`src/rtl/irrigation_pkg.sv`:
```
// irrigation_pkg: shared state encoding, BCD digit type and digit limits for the irrigation scheduler
package irrigation_pkg;
    localparam int DIGIT_W = 4;
    typedef logic [DIGIT_W-1:0] digit_t;
    localparam digit_t MD_MAX = 4'd3;
    localparam digit_t MU_MAX = 4'd9;
    localparam digit_t SD_MAX = 4'd5;
    localparam logic [2:0] S_IDLE     = 3'd0;
    localparam logic [2:0] S_LOAD     = 3'd1;
    localparam logic [2:0] S_IRRIGATE = 3'd2;
    localparam logic [2:0] S_PAUSE    = 3'd3;
    localparam logic [2:0] S_COOLDOWN = 3'd4;
    localparam logic [2:0] S_FAULT    = 3'd5;
    function automatic logic is_busy(input logic [2:0] s);
        return s == S_LOAD || s == S_IRRIGATE || s == S_PAUSE;
    endfunction
    function automatic digit_t clamp_digit(input digit_t d, input digit_t lim);
        return d > lim ? lim : d;
    endfunction
endpackage

```
`src/rtl/irrigation_scheduler_if.sv`:
```
// irrigation_scheduler_if: request, sensor and output signals between the selector logic and the scheduler
interface irrigation_scheduler_if;
    import irrigation_pkg::*;
    logic       tick;
    logic       irrigation_request;
    logic       splinker_mode;
    logic       conflicting_values;
    logic       low_water_level;
    logic       mid_water_level;
    logic       high_water_level;
    logic       splinker_bomb;
    logic       dripper_valvule;
    logic       water_supply_valvule;
    digit_t     minutes_d;
    digit_t     minutes_u;
    digit_t     seconds_d;
    logic       busy;
    logic       done;
    logic [2:0] state;
    modport master (
        output tick, irrigation_request, splinker_mode, conflicting_values,
               low_water_level, mid_water_level, high_water_level,
        input  splinker_bomb, dripper_valvule, water_supply_valvule,
               minutes_d, minutes_u, seconds_d, busy, done, state
    );
    modport slave (
        input  tick, irrigation_request, splinker_mode, conflicting_values,
               low_water_level, mid_water_level, high_water_level,
        output splinker_bomb, dripper_valvule, water_supply_valvule,
               minutes_d, minutes_u, seconds_d, busy, done, state
    );
endinterface

```
`src/rtl/bcd_down_timer.sv`:
```
// bcd_down_timer: MM:S BCD countdown (minutes tens/units, seconds tens) that saturates at 00:0
module bcd_down_timer
    import irrigation_pkg::*;
(
    input  logic        clock,
    input  logic        reset,
    input  logic        load,
    input  logic [11:0] load_value,
    input  logic        enable,
    input  logic        clear,
    output digit_t      minutes_d,
    output digit_t      minutes_u,
    output digit_t      seconds_d,
    output logic        zero
);
    assign zero = minutes_d == '0 && minutes_u == '0 && seconds_d == '0;

    always_ff @(posedge clock) begin
        if (reset || clear) begin
            minutes_d <= '0;
            minutes_u <= '0;
            seconds_d <= '0;
        end else if (load) begin
            minutes_d <= clamp_digit(load_value[11:8], MD_MAX);
            minutes_u <= clamp_digit(load_value[7:4], MU_MAX);
            seconds_d <= clamp_digit(load_value[3:0], SD_MAX);
        end else if (enable && !zero) begin
            // borrow ripples seconds -> minute units -> minute tens
            seconds_d <= seconds_d == '0 ? SD_MAX : seconds_d - 4'd1;
            minutes_u <= seconds_d != '0 ? minutes_u : (minutes_u == '0 ? MU_MAX : minutes_u - 4'd1);
            minutes_d <= (seconds_d == '0 && minutes_u == '0) ? minutes_d - 4'd1 : minutes_d;
        end
    end
endmodule

```
`src/rtl/irrigation_scheduler.sv`:
```
// irrigation_scheduler: sequences one irrigation cycle, drives pump/dripper while active,
// pauses on low water, enforces cooldown and owns the hysteretic refill valve.
module irrigation_scheduler
    import irrigation_pkg::*;
#(
    parameter logic [11:0] SPLINKER_TIME  = 12'h050,
    parameter logic [11:0] DRIPPER_TIME   = 12'h150,
    parameter int          COOLDOWN_TICKS = 6
) (
    input logic clock,
    input logic reset,
    irrigation_scheduler_if.slave bus
);
    logic [2:0] state_q, next;
    logic       mode_q;
    logic [5:0] cd_q;
    logic       zero, load, clear, enable;

    always_comb begin
        next = S_IDLE;
        case (state_q)
            S_IDLE:
                next = bus.conflicting_values ? S_FAULT :
                       (bus.irrigation_request && bus.low_water_level) ? S_LOAD : S_IDLE;
            S_LOAD, S_IRRIGATE, S_PAUSE:
                next = bus.conflicting_values      ? S_FAULT :
                       !bus.irrigation_request     ? S_IDLE  :
                       !bus.low_water_level        ? S_PAUSE :
                       (state_q == S_IRRIGATE && bus.tick && zero) ? S_COOLDOWN : S_IRRIGATE;
            S_COOLDOWN:
                next = bus.conflicting_values ? S_FAULT :
                       (bus.tick && cd_q == 6'(COOLDOWN_TICKS - 1)) ? S_IDLE : S_COOLDOWN;
            S_FAULT:
                next = bus.conflicting_values ? S_FAULT : S_IDLE;
            default:
                next = S_IDLE;
        endcase
    end

    // the timer is only meaningful while a cycle is in flight; everywhere else it reads 00:0
    assign load   = state_q == S_IDLE && next == S_LOAD;
    assign clear  = !is_busy(next);
    assign enable = state_q == S_IRRIGATE && next == S_IRRIGATE && bus.tick;

    bcd_down_timer u_timer (
        .clock      (clock),
        .reset      (reset),
        .load       (load),
        .load_value (bus.splinker_mode ? SPLINKER_TIME : DRIPPER_TIME),
        .enable     (enable),
        .clear      (clear),
        .minutes_d  (bus.minutes_d),
        .minutes_u  (bus.minutes_u),
        .seconds_d  (bus.seconds_d),
        .zero       (zero)
    );

    assign bus.state = state_q;

    always_ff @(posedge clock) begin
        if (reset) begin
            state_q                  <= S_IDLE;
            mode_q                   <= 1'b0;
            cd_q                     <= '0;
            bus.splinker_bomb        <= 1'b0;
            bus.dripper_valvule      <= 1'b0;
            bus.water_supply_valvule <= 1'b0;
            bus.busy                 <= 1'b0;
            bus.done                 <= 1'b0;
        end else begin
            state_q             <= next;
            mode_q              <= load ? bus.splinker_mode : mode_q;
            cd_q                <= state_q != S_COOLDOWN ? '0 : cd_q + {5'd0, bus.tick};
            bus.splinker_bomb   <= next == S_IRRIGATE && mode_q;
            bus.dripper_valvule <= next == S_IRRIGATE && !mode_q;
            bus.busy            <= is_busy(next);
            bus.done            <= state_q == S_IRRIGATE && next == S_COOLDOWN;
            // refill hysteresis: open below mid, close at high; a sensor fault forces it shut
            bus.water_supply_valvule <= (bus.conflicting_values || state_q == S_FAULT || bus.high_water_level) ? 1'b0 :
                                        !bus.mid_water_level ? 1'b1 : bus.water_supply_valvule;
        end
    end
endmodule
```
`src/flat_wrapper.sv`:
```
// flat-port wrapper written by rule: the top's interface ports become plain ports
module irrigation_scheduler_flat import irrigation_pkg::*;
#(
    parameter logic [11:0] SPLINKER_TIME  = 12'h050,
    parameter logic [11:0] DRIPPER_TIME   = 12'h150,
    parameter int          COOLDOWN_TICKS = 6
)
  (clock, reset, bus_tick, bus_irrigation_request, bus_splinker_mode, bus_conflicting_values, bus_low_water_level, bus_mid_water_level, bus_high_water_level, bus_splinker_bomb, bus_dripper_valvule, bus_water_supply_valvule, bus_minutes_d, bus_minutes_u, bus_seconds_d, bus_busy, bus_done, bus_state);
  irrigation_scheduler_if bus_i ();
  input logic clock;
  input logic reset;
  input wire logic [$bits(bus_i.tick)-1:0] bus_tick;
  input wire logic [$bits(bus_i.irrigation_request)-1:0] bus_irrigation_request;
  input wire logic [$bits(bus_i.splinker_mode)-1:0] bus_splinker_mode;
  input wire logic [$bits(bus_i.conflicting_values)-1:0] bus_conflicting_values;
  input wire logic [$bits(bus_i.low_water_level)-1:0] bus_low_water_level;
  input wire logic [$bits(bus_i.mid_water_level)-1:0] bus_mid_water_level;
  input wire logic [$bits(bus_i.high_water_level)-1:0] bus_high_water_level;
  output wire logic [$bits(bus_i.splinker_bomb)-1:0] bus_splinker_bomb;
  output wire logic [$bits(bus_i.dripper_valvule)-1:0] bus_dripper_valvule;
  output wire logic [$bits(bus_i.water_supply_valvule)-1:0] bus_water_supply_valvule;
  output wire logic [$bits(bus_i.minutes_d)-1:0] bus_minutes_d;
  output wire logic [$bits(bus_i.minutes_u)-1:0] bus_minutes_u;
  output wire logic [$bits(bus_i.seconds_d)-1:0] bus_seconds_d;
  output wire logic [$bits(bus_i.busy)-1:0] bus_busy;
  output wire logic [$bits(bus_i.done)-1:0] bus_done;
  output wire logic [$bits(bus_i.state)-1:0] bus_state;
  assign bus_i.tick = bus_tick;
  assign bus_i.irrigation_request = bus_irrigation_request;
  assign bus_i.splinker_mode = bus_splinker_mode;
  assign bus_i.conflicting_values = bus_conflicting_values;
  assign bus_i.low_water_level = bus_low_water_level;
  assign bus_i.mid_water_level = bus_mid_water_level;
  assign bus_i.high_water_level = bus_high_water_level;
  assign bus_splinker_bomb = bus_i.splinker_bomb;
  assign bus_dripper_valvule = bus_i.dripper_valvule;
  assign bus_water_supply_valvule = bus_i.water_supply_valvule;
  assign bus_minutes_d = bus_i.minutes_d;
  assign bus_minutes_u = bus_i.minutes_u;
  assign bus_seconds_d = bus_i.seconds_d;
  assign bus_busy = bus_i.busy;
  assign bus_done = bus_i.done;
  assign bus_state = bus_i.state;
  irrigation_scheduler #(.SPLINKER_TIME(SPLINKER_TIME), .DRIPPER_TIME(DRIPPER_TIME), .COOLDOWN_TICKS(COOLDOWN_TICKS)) u_core (.clock(clock), .reset(reset), .bus(bus_i));
endmodule
```
`config.mk`:
```
export PLATFORM = sky130hd
export DESIGN_NAME = irrigation_scheduler_flat
export DESIGN_NICKNAME = d
export VERILOG_FILES = /design/src/rtl/irrigation_pkg.sv /design/src/rtl/irrigation_scheduler_if.sv /design/src/rtl/bcd_down_timer.sv /design/src/rtl/irrigation_scheduler.sv /design/src/flat_wrapper.sv
export SDC_FILE = /design/constraint.sdc
export NUM_CORES = 1
export LEC_CHECK = 0
export ABC_AREA = 1
export CAP_MARGIN = 20
export CORE_UTILIZATION = 52
export CTS_CLUSTER_SIZE = 16
export DETAILED_ROUTE_END_ITERATION = 6
export PLACE_DENSITY = 0.85
export SETUP_SLACK_MARGIN = 0.5
export SYNTH_ARGS = -nofsm -noshare
export SYNTH_HDL_FRONTEND = slang
export SYNTH_HIERARCHICAL = 1
export SYNTH_SLANG_ARGS = --single-unit
```
`constraint.sdc`:
```
create_clock -name clock -period 2.2 [get_ports clock]
set_input_delay 0.33 -clock clock [delete_from_list [all_inputs] [get_ports clock]]
set_output_delay 0.33 -clock clock [all_outputs]
set_load 0.1 [all_outputs]
```
==> results.md, run 1 <==
- Status: finished with violations
- Failing checks: DRC
- Routed Wire Length: 4640 um
- Hold Path Class: flip-flop to flip-flop
- Net Sw Frac: 0.417
- Peak supply drop: ~0.34 mV
- Synthesized netlist cell count: 243
- CP Class: flip-flop to flip-flop
- Row cnt: 19
- Crit-path max cell delay: 0.38 ns
- Initial DRC count: 130
- Max-cap viol count: 0
- Leak: between 0.001 and 0.0015 uW
- Layout area overhead: 49.4%
- Busiest grt layer: met2
- Post-synth top area cell: dfxtp_1
- Comb pwr share: 0.415
- Setup TNS: 0 ns
- I/O pin count: 29
- Ranking of synthesized cells by area: dfxtp_1 34%, nand2_1 12%, nor2_1 10%, inv_1 7.6%, nand3_1 5.1%
- Distinct cells, synth: 29
- Kind of cell adding the most delay to the critical path: simple AND/OR/NAND/NOR gates
- Worst path cell trace: inv_4, ha_4, nand2_4, nor3_4, nand2_2, o21ai_4, nand2_2, nor2_4, buf_12, inv_8, o21ai_2, nand2_1, nand2_1, nor2_1
- Die H: between 50 and 60 um
- Clock Path Buffers: 2
- # setup viols final: 0
- Final period util: 0.929
- Root buffer cell: clkbuf_4
- Async SR Flop Fraction: 0
- Worst Path Required: 2.44 ns
- Number of global-route vias before repair: 1,519
- Nets@finish: 325
- Final hold violations: 0
- Top-count cell post-synth: nand2_1
- DRC errors left: 3
- CTS tree: built
- YS warnings: 6
- Clk_lat worst skew: between 0.3 and 0.4 ns
- Total die area: 3270 um2
- Sequential share of power: 0.407
- Via count: 1,751
- Initial Utilization: 0.559
- DP HPWL: ~2500 um
- Core area: 2830 um2
- Initial antenna violation count: 0
- Routed vias/inst: between 5 and 6
- Number of synthesized flops with an enable pin: 0
- GRT Total Usage: 0.263
- Power density over the cells: 538 nW/um2
- # fillers: around 180
- RSZ-0062 raised after global routing: yes
- Routing usage on met3: 0.0249
- Diodes inserted: 0
- Buf/Inv on CP: 3
- Final Util: 0.836
- First-pass GRT wire length: 6730 um
- Place WS: about 0.014 ns
- Drt pass-1 iters: 6
- FMAX: 489 MHz
- Synth Cell Area: roughly 1600 um2
- GR Util met2: 0.435
- Setup crit end kind: flip-flop
- Clk_skew: 0.00575 ns
- I/O Buffers: 28
- ANT nets after route: 0
- Grt ovf: 0
- Clk pin slew, worst setup/hold paths: 0.16 ns
- Internal power: 742 uW
- Post-synth top cells: 49 x nand2_1, 44 x nor2_1, 32 x inv_1, 27 x dfxtp_1, 16 x nand3_1
- Routability cong.: 0.859
- Share of the synthesized area in the top cell type: 0.342
- CTS sink cnt: 27
- Clk network pwr share: 0.178
- Layout cells sized above 1: 0.386
- Largest net degree at the start of global routing: 17
- H-tree levels: 1
- GRT met1 Usage: 0.355
- CP Launch Type: flip-flop
- Crit path max-delay cell type: dfxtp_4
- Hold_buf cts: 0
- Slew Limit Fails: 0
- TritonCTS buffer count: 3
- Crit path max fanout: 5
- Critical Path AT: 2.29 ns
- Primary FF master, synth: dfxtp_1
- Fin worst setup slack: 0.157 ns
- Crit path time final: 2.04 ns
- #FFs+latches synth: 27
- Die width: 57.2 um
- Net Sw Power: 531 uW
- Avg Cell Area, Syn: around 6.5 um2
- Register area share after synthesis: 0.342
- Wire per inst: ~14 um
## state kept, by name (all words and copies together), names as in the netlist
| name | flops |
|---|---|
| u_core/mode_q | 1 |
| u_core/bus.water_supply_valvule | 1 |
| u_core/u_timer/seconds_d | 4 |
| u_core/cd_q | 6 |
| u_core/u_timer/minutes_d | 4 |
| u_core/u_timer/minutes_u | 4 |
| u_core/bus.dripper_valvule | 1 |
| u_core/bus.busy | 1 |
| u_core/bus.state | 3 |
| u_core/bus.done | 1 |
| u_core/bus.splinker_bomb | 1 |
## placed cells by master (no fill, tap or decap), drive strengths merged
master | Yosys | layout
buf | 2 | 40
nand4 | 3 | 3
clkbuf | 0 | 3
a22oi | 1 | 1
nand2 | 60 | 60
xnor2 | 1 | 1
a22o | 1 | 1
clkinv | 1 | 1
conb | 2 | 18
nand3 | 19 | 19
nor2 | 54 | 54
a21oi | 13 | 13
a2111oi | 1 | 1
inv | 37 | 40
dlymetal6s2s | 0 | 1
clkdlybuf4s50 | 0 | 7
a31oi | 1 | 1
o21ai | 12 | 12
dfxtp | 27 | 27
nor3 | 4 | 4
ha | 4 | 4
## kinds of logic after synthesis
logic type,synth area share
AOI/OAI and AO/OA,0.101
xor gates and xnor gates,0.00553
adders and majority gates,0.0316
buffers and inverters,0.101
DFF,0.342
other,0.00474
and+or+nand+nor,0.414
## path summary, 6_finish.rpt
check	startpoint	endpoint	slack [ns]	cells past startpoint
setup / recovery	u_core/u_timer/minutes_d[0]	u_core/u_timer/minutes_u[3]	0.16	14
hold / removal	u_core/mode_q	u_core/bus.dripper_valvule	0.47	1
setup reg to reg	u_core/u_timer/minutes_d[0]	u_core/u_timer/minutes_u[3]	0.16	14
hold reg to reg	u_core/mode_q	u_core/bus.dripper_valvule	0.47	1
## power groups by stage
stage                     Clock, uW  Combinational, uW  Sequential, uW
after floorplan                   0                204             637
after global placement            0                389             530
after detailed placement          0                393             530
after CTS                       235                461             516
after global routing            257                560             520
final                           227                528             518
## metal layers
| layer | part of all wire | wire [um] | vias up |
|---|---|---|---|
| li1 | - | - | 879 |
| met1 | 0.42 | 1970 | 776 |
| met2 | 0.48 | 2240 | 78 |
| met3 | 0.060 | 280 | 18 |
| met4 | 0.032 | 150 | 0 |
| met5 | 0 | 0 | - |
## stage by stage
stage	hold slack, ns	cells	instance area (um2)	power [uW]
5_1_grt	0.491	342	2360	1340
2_1_floorplan	0.393	259	1740	841
4_1_cts	0.458	339	2240	1210
3_5_place_dp	0.436	320	2020	922
3_3_place_gp	0.432	320	2020	919
6_report	0.474	342	2360	1270
## what timing repair did
action / in CTS / in global routing
endpoints found under the hold margin: 0 / 0
pin swaps: 17 / 18
gates resized for setup: 19 / 28
setup buffers: 13 / 3
setup endpoints to repair: 13 / 13
cloned: 2 / 0
## final cells by class
cell class,count,area (um2),area share
Clock buffer,3,22.5,0.00952
Clock inverter,1,6.26,0.00265
Inverter,38,154,0.0651
Multi-Input combinational cell,192,1120,0.474
Sequential cell,27,597,0.252
Tap cell,31,38.8,0.0164
Timing Repair Buffer,48,399,0.169
Timing Repair inverter,2,27.5,0.0116
No activity file was read; power rests on OpenSTA's default activity.
==> run 2, diff against run 1 <==
--- a/config.mk
+++ b/config.mk
@@ -7,10 +7,12 @@
 export LEC_CHECK = 0
 export ABC_AREA = 1
 export CAP_MARGIN = 20
-export CORE_UTILIZATION = 52
+export CORE_UTILIZATION = 62
+export CTS_CLUSTER_DIAMETER = 120
 export CTS_CLUSTER_SIZE = 16
 export DETAILED_ROUTE_END_ITERATION = 6
-export PLACE_DENSITY = 0.85
+export DONT_BUFFER_PORTS = 1
+export PLACE_DENSITY = 0.84
 export SETUP_SLACK_MARGIN = 0.5
 export SYNTH_ARGS = -nofsm -noshare
 export SYNTH_HDL_FRONTEND = slang
==> results.md, run 2 <==
- YS warnings: 6
- Routability cong.: 0.951
- Adder-Cell Fraction of Synth Area: 0.0316
- Register area share after synthesis: 0.342
- Worst EP Category: register input
- Clock Path Buffers: 2
- Largest net degree at the start of global routing: 17
- DP HPWL: 2760 um
- Main combinational cell family by area after synthesis: simple AND/OR/NAND/NOR gates
- Failed at: global routing (5_1_grt)
- Post-Synth XOR/XNOR Area: 0.00553
- Die H: 52.5 um
- Share of the synthesized area in the top cell type: 0.342
- GRT Total Usage: 0.924
- Synthesized netlist cell count: about 240
- Ranking of synthesized cells by area: dfxtp_1 34%, nand2_1 12%, nor2_1 10%, inv_1 7.6%, nand3_1 5.1%
- Row cnt: 17
- Die width: 52.5 um
- Distinct cells, synth: 29
- Number of synthesized flops with an enable pin: 0
- Primary FF master, synth: dfxtp_1
- Post-synth top cells: 49 x nand2_1, 44 x nor2_1, 32 x inv_1, 27 x dfxtp_1, 16 x nand3_1
- CTS sink cnt: 27
- Grt ovf: 212
- I/O pin count: 29
- H-tree levels: 1
- Status: aborted with a tool error
- TritonCTS buffer count: 3
- First error: [ERROR GRT-0232] Routing congestion too high. Check the congestion heatmap in the GUI.
- Root buffer cell: clkbuf_4
- Avg Cell Area, Syn: 6.51 um2
- #FFs+latches synth: 27
- Multiplexer share of the synthesized area: 0
- Synth Area in Compound Gates: 0.101
- GRT worst endpoint: u_core/u_timer/seconds_d[0]$_SDFFE_PP0P_/D
- Top-count cell post-synth: nand2_1
- Post-synth top area cell: dfxtp_1
- Async SR Flop Fraction: 0
- Simple-gate share of the synthesized area: 0.414
- Synth Cell Area: 1580 um2
- I/O Buffers: 0
- Initial Utilization: 0.683
- Hold_buf cts: 0
==> run 2: repair_timing <==
action | in CTS
cloned | 2
setup buffers | 11
resized for setup | 14
pin swaps | 5
endpoints found under the setup margin | 12
==> run 2: cell families after synthesis <==
group,Yosys count
AND/OR/NAND/NOR,140
buffers and inverters,40
AO/OA/AOI/OAI,29
flip-flops,27
adder cells (fa/ha/maj),4
other,2
XOR/XNOR,1
==> run 2: routing by layer <==
metal	GRT usage	GRT overflow
met1	0.822	0
met2	1.32	162
met3	0.530	1
met4	1.12	49
met5	0	0
==> run 2: per-stage QoR <==
stage	area [um2]	setup WS [ns]	cells	hold slack [ns]	util
after floorplan	1740	0.223	259	0.393	-
after global placement	1930	0.197	307	0.396	0.831
after detailed placement	1930	0.165	307	0.401	0.831
after CTS	2110	0.355	324	0.0322	0.908
==> run 3, diff against run 2 <==
--- a/config.mk
+++ b/config.mk
@@ -7,13 +7,10 @@
 export LEC_CHECK = 0
 export ABC_AREA = 1
 export CAP_MARGIN = 20
-export CORE_UTILIZATION = 62
-export CTS_CLUSTER_DIAMETER = 120
-export CTS_CLUSTER_SIZE = 16
+export CORE_UTILIZATION = 40
 export DETAILED_ROUTE_END_ITERATION = 6
 export DONT_BUFFER_PORTS = 1
-export PLACE_DENSITY = 0.84
-export SETUP_SLACK_MARGIN = 0.5
+export PLACE_DENSITY_LB_ADDON = 0.15
 export SYNTH_ARGS = -nofsm -noshare
 export SYNTH_HDL_FRONTEND = slang
 export SYNTH_HIERARCHICAL = 1
==> results.md, run 3 (synthesis gave the netlist of run 1 again) <==
- Internal power: around 760 uW
- Hold_buf cts: 0
- Fin worst setup slack: 0.131 ns
- Power density over the cells: 602 nW/um2
- Total die area: 4210 um2
- TritonCTS buffer count: 3
- Kind of cell adding the most delay to the critical path: simple AND/OR/NAND/NOR gates
- Clk_lat worst skew: 0.27 ns
- Crit path max fanout: 8
- H-tree levels: 1
- Register-to-Register Path Depth: 13
- Diodes inserted: 0
- Most common cell after layout, fill and taps aside: nand2_1
- CP Launch Type: flip-flop
- Wire per inst: roughly 11 um
- Initial Utilization: 0.426
- First-pass GRT wire length: 5840 um
- Worst path cell trace: inv_1, ha_1, nand2_2, nor3_2, nand2_1, o21ai_4, nand2_2, nor2_4, buf_4, inv_4, buf_4, a21oi_1, nor2_1
- Flop2flop setup slack: 0.13 ns
- CTS tree: built
- Crit path max-delay cell type: dfxtp_4
- RSZ-0062 raised after global routing: no
- Clk network pwr share: 0.235
- CTS sink cnt: 27
- DRC errors left: 0
- Worst Setup SP: u_core/u_timer/minutes_d[1]
- Net Sw Power: between 400 and 500 uW
- Comb pwr share: 0.336
- Setup crit end kind: flip-flop
- Final period util: 0.941
- GR Util met2: 0.284
- Number of global-route vias before repair: roughly 1,400
- Final hold violations: 0
- Layout area overhead: 27.2%
- Buf/Inv on CP: 4
- Die H: 64.9 um
- Reg with most FFs: u_core/cd_q
- Design Power: 1210 uW
- Routability cong.: 0.873
- Clk pin slew, worst setup/hold paths: about 0.10 ns
- Setup TNS: 0 ns
- Largest register FFs: 6
- CP Class: flip-flop to flip-flop
- GRT met1 Usage: 0.236
- Routed Wire Length: 3600 um
- Critical Path AT: approximately 2.2 ns
- FMAX: 483 MHz
- Fin area: around 2000 um2
- Routed vias/inst: 4.57
- Slew Limit Fails: 0
- I/O pin count: 29
- Most frequent cells in the layout: 49 x nand2_1, 42 x nor2_1, 31 x inv_1
- Max-cap viol count: 0
- R2R Path Start: u_core/u_timer/minutes_d[1]
- Initial antenna violation count: 0
- Hold Path Class: input pin to flip-flop
- GRT Total Usage: 0.175
- ANT nets after route: 0
- Crit path time final: 2.07 ns
- Peak supply drop: 0.247 mV
- Leak: 0.000941 uW
- Worst path depth: 13
- Dpl cell area: between 1500 and 2000 um2
- Layout cells sized above 1: 0.297
- Sequential share of power: 0.429
- Routing usage on met3: 0.0299
- Busiest grt layer: met2
- Nets@finish: 304
- Place WS: 0.0800 ns
- # setup viols final: 0
- Net Sw Frac: 0.377
- Clk_skew: 0.00395 ns
- Status: complete, no violations
- Worst Path Required: 2.37 ns
- Setup crit end: u_core/u_timer/minutes_u[2]
- DP HPWL: 2680 um
- Die width: 64.9 um
- Grt ovf: 0
- I/O Buffers: 0
- Clock Path Buffers: 2
- Core area: 3720 um2
- Drt pass-1 iters: 4
- Initial DRC count: 86
- Crit-path max cell delay: around 0.35 ns
- Row cnt: 22
- Largest net degree at the start of global routing: 20
- R2r endpoint: u_core/u_timer/minutes_u[2]
- Via count: 1,543
- Root buffer cell: clkbuf_8
==> run 3: per-stage QoR <==
stage | std cells | hold slack, ns | util
global placement | 327 | 0.400 | 0.505
floorplan | 259 | 0.395 | -
CTS | 331 | 0.106 | 0.517
finish | 338 | 0.113 | 0.542
global route | 338 | 0.102 | 0.542
detailed placement | 327 | 0.399 | 0.505
==> run 3: power by group through the flow <==
stage / clock network [uW] / logic (uW) / registers [uW]
2_1_floorplan: 0 / 195 / 645
3_3_place_gp: 0 / 369 / 531
3_5_place_dp: 0 / 370 / 532
4_1_cts: 294 / 371 / 521
5_1_grt: 309 / 444 / 523
6_report: 286 / 407 / 520
==> run 3: how the worst min path moves through the flow <==
stage	startpoint	endpoint	slack, ns	cells past startpoint
3_5_place_dp	reset	u_core/bus.state[1]	0.40	1
4_1_cts	reset	u_core/bus.state[1]	0.11	1
5_1_grt	reset	u_core/bus.state[1]	0.10	1
6_report	reset	u_core/bus.state[0]	0.11	1
3_3_place_gp	reset	u_core/bus.state[1]	0.40	1
2_1_floorplan	reset	u_core/bus.state[0]	0.39	1
==> run 3: area by class of cell <==
class	instances	area (um2)
fill	396	1700
multi-input combinational	192	975
sequential	27	564
timing repair buffer	28	214
inverter	38	149
tap	48	60.1
clock buffer	4	45.0
timing repair inverter	1	6.26
==> run 3: what timing repair did <==
| action | 4_1_cts | 5_1_grt |
|---|---|---|
| resized for setup | 0 | 14 |
| hold endpoints to repair | 0 | 0 |
| setup buffers | 0 | 6 |
| endpoints found under the setup margin | 0 | 12 |
==> run 3: per-layer routing <==
layer,wire (um),part of all wire
met2,1560,0.43
met1,1810,0.50
met5,0,0
met3,196,0.055
met4,30,0.0083
==> run 4, diff against run 3 <==
--- a/config.mk
+++ b/config.mk
@@ -9,7 +9,6 @@
 export CAP_MARGIN = 20
 export CORE_UTILIZATION = 40
 export DETAILED_ROUTE_END_ITERATION = 6
-export DONT_BUFFER_PORTS = 1
 export PLACE_DENSITY_LB_ADDON = 0.15
 export SYNTH_ARGS = -nofsm -noshare
 export SYNTH_HDL_FRONTEND = slang
==> results.md, run 4 (synthesis gave the netlist of run 1 again) <==
- # setup viols final: 0
- Crit path time final: roughly 2.1 ns
- Seq. cell area: 564 um2
- CTS sink cnt: 27
- ANT nets after route: 0
- TritonCTS buffer count: 3
- Non-Filler Instances: 350
- Place WS: -0.00810 ns
- Status: complete, no violations
- Clk pin slew, worst setup/hold paths: 0.10 ns
- Initial antenna violation count: 0
- Largest net degree at the start of global routing: 21
- Hold_buf cts: 0
- Hold path cells: 1
- Layout cells sized above 1: 0.285
- Final period util: 0.953
- Via count: between 1,500 and 2,000
- Final hold violations: 0
- Nets@finish: 316
- R2R Path Start: u_core/u_timer/minutes_d[1]
- CTS tree: built
- Initial Utilization: 0.426
- DP HPWL: 2640 um
- Flop2flop setup slack: 0.10 ns
- Largest register FFs: 6
- Most common cell after layout, fill and taps aside: nand2_1
- Die H: 64.9 um
- Layout area overhead: 32.6%
- CP Class: flip-flop to flip-flop
- Number of setup buffers added after CTS: 0
- Grt ovf: 0
- Max-cap viol count: 0
- Most frequent cells in the layout: 49 x nand2_1, 44 x nor2_1, 33 x buf_4
- R2r endpoint: u_core/u_timer/seconds_d[2]
- Design Power: 1230 uW
- Hold Path End: u_core/bus.dripper_valvule
- Setup crit end kind: flip-flop
- Area of the multi-input gates: 955 um2
- Number of global-route vias before repair: 1,371
- Hold Path Class: flip-flop to flip-flop
- Power density over the cells: 584 nW/um2
- Min-delay src: u_core/mode_q
- Routed Wire Length: 3510 um
- Placed cells: 346
- Routability cong.: 0.817
- FMAX: 477 MHz
- Peak supply drop: 0.303 mV
- Clk_lat worst skew: about 0.27 ns
- First-pass GRT wire length: approximately 5800 um
- Register-to-Register Path Depth: 14
- I/O pin count: 29
- CP Launch Type: flip-flop
- Clk_skew: 0.00534 ns
- Worst Path Required: 2.37 ns
- # fillers: 384
- Total die area: approximately 4200 um2
- Clock Path Buffers: 2
- Root buffer cell: clkbuf_8
- Initial DRC count: 61
- H-tree levels: 1
- Diodes inserted: 0
- Wire per inst: 10.0 um
- Slew Limit Fails: 0
- Drt pass-1 iters: 4
- Row cnt: 22
- DRC errors left: 0
- Die width: 64.9 um
- I/O Buffers: 28
- Fin worst setup slack: 0.103 ns
- Critical Path AT: between 2 and 2.5 ns
- Core area: 3720 um2
- Setup TNS: 0 ns
- GRT Total Usage: 0.175
- Crit path max fanout: 7
- Leak: 0.000994 uW
- Reg with most FFs: u_core/cd_q
- Routed vias/inst: about 4.5
==> run 4: worst max-delay path by stage <==
stage	from	end	depth (start not counted)	slack [ns]
5_1_grt	u_core/u_timer/minutes_d[1]	u_core/u_timer/seconds_d[2]	14	-0.04
3_3_place_gp	bus_low_water_level	u_core/u_timer/minutes_u[3]	13	-0.03
3_5_place_dp	bus_low_water_level	u_core/u_timer/minutes_u[3]	13	-0.008
2_1_floorplan	u_core/u_timer/minutes_d[0]	u_core/u_timer/minutes_u[2]	14	0.02
6_report	u_core/u_timer/minutes_d[1]	u_core/u_timer/seconds_d[2]	14	0.10
4_1_cts	u_core/u_timer/minutes_d[1]	u_core/u_timer/minutes_u[3]	15	0.006
==> run 4: layout make-up <==
| type | instances | share of cell area |
|---|---|---|
| Clock buffer | 3 | 0.0197 |
| Clock inverter | 1 | 0.00238 |
| Inverter | 38 | 0.0697 |
| Multi-Input combinational cell | 192 | 0.455 |
| Sequential cell | 27 | 0.269 |
| Tap cell | 48 | 0.0286 |
| Timing Repair Buffer | 41 | 0.156 |
==> run 4: stage by stage <==
step | area, um2 | util | hold slack, ns
4_1_cts | 2080 | 0.561 | 0.449
6_report | 2100 | 0.565 | 0.443
5_1_grt | 2100 | 0.565 | 0.464
3_3_place_gp | 2040 | 0.548 | 0.431
3_5_place_dp | 2040 | 0.548 | 0.433
2_1_floorplan | 1670 | - | 0.395
==> run 4: worst max-delay path, stage by stage, from the launching register on <==
cell,delay [ns]
dfxtp_4,0.35
inv_1,0.07
ha_1,0.16
nand2_2,0.08
nor3_2,0.25
nand2_1,0.14
o21ai_4,0.19
nand2_2,0.08
nor2_4,0.14
buf_4,0.17
nand2_1,0.08
inv_1,0.06
a31oi_1,0.04
a21oi_1,0.14
nor2_1,0.05
==> run 4: timing repair <==
action | 4_1_cts | 5_1_grt
endpoints found under the hold margin | 0 | 0
endpoints found under the setup margin | 0 | 9
resized for setup | 0 | 4
==> run 4: power breakdown <==
group / switching (uW) / leakage, uW / internal, uW
combinational: 287 / 0.000742 / 131
clock: 156 / 0.0000255 / 127
sequential: 17.3 / 0.000227 / 508
total: 460 / 0.000994 / 765
==> run 4: metal layers <==
layer / part of all wire / vias up / GRT usage
li1: - / 858 / -
met4: 0.020 / 0 / 0.0583
met1: 0.52 / 680 / 0.231
met5: 0 / - / 0
met2: 0.43 / 36 / 0.285
met3: 0.037 / 4 / 0.0299
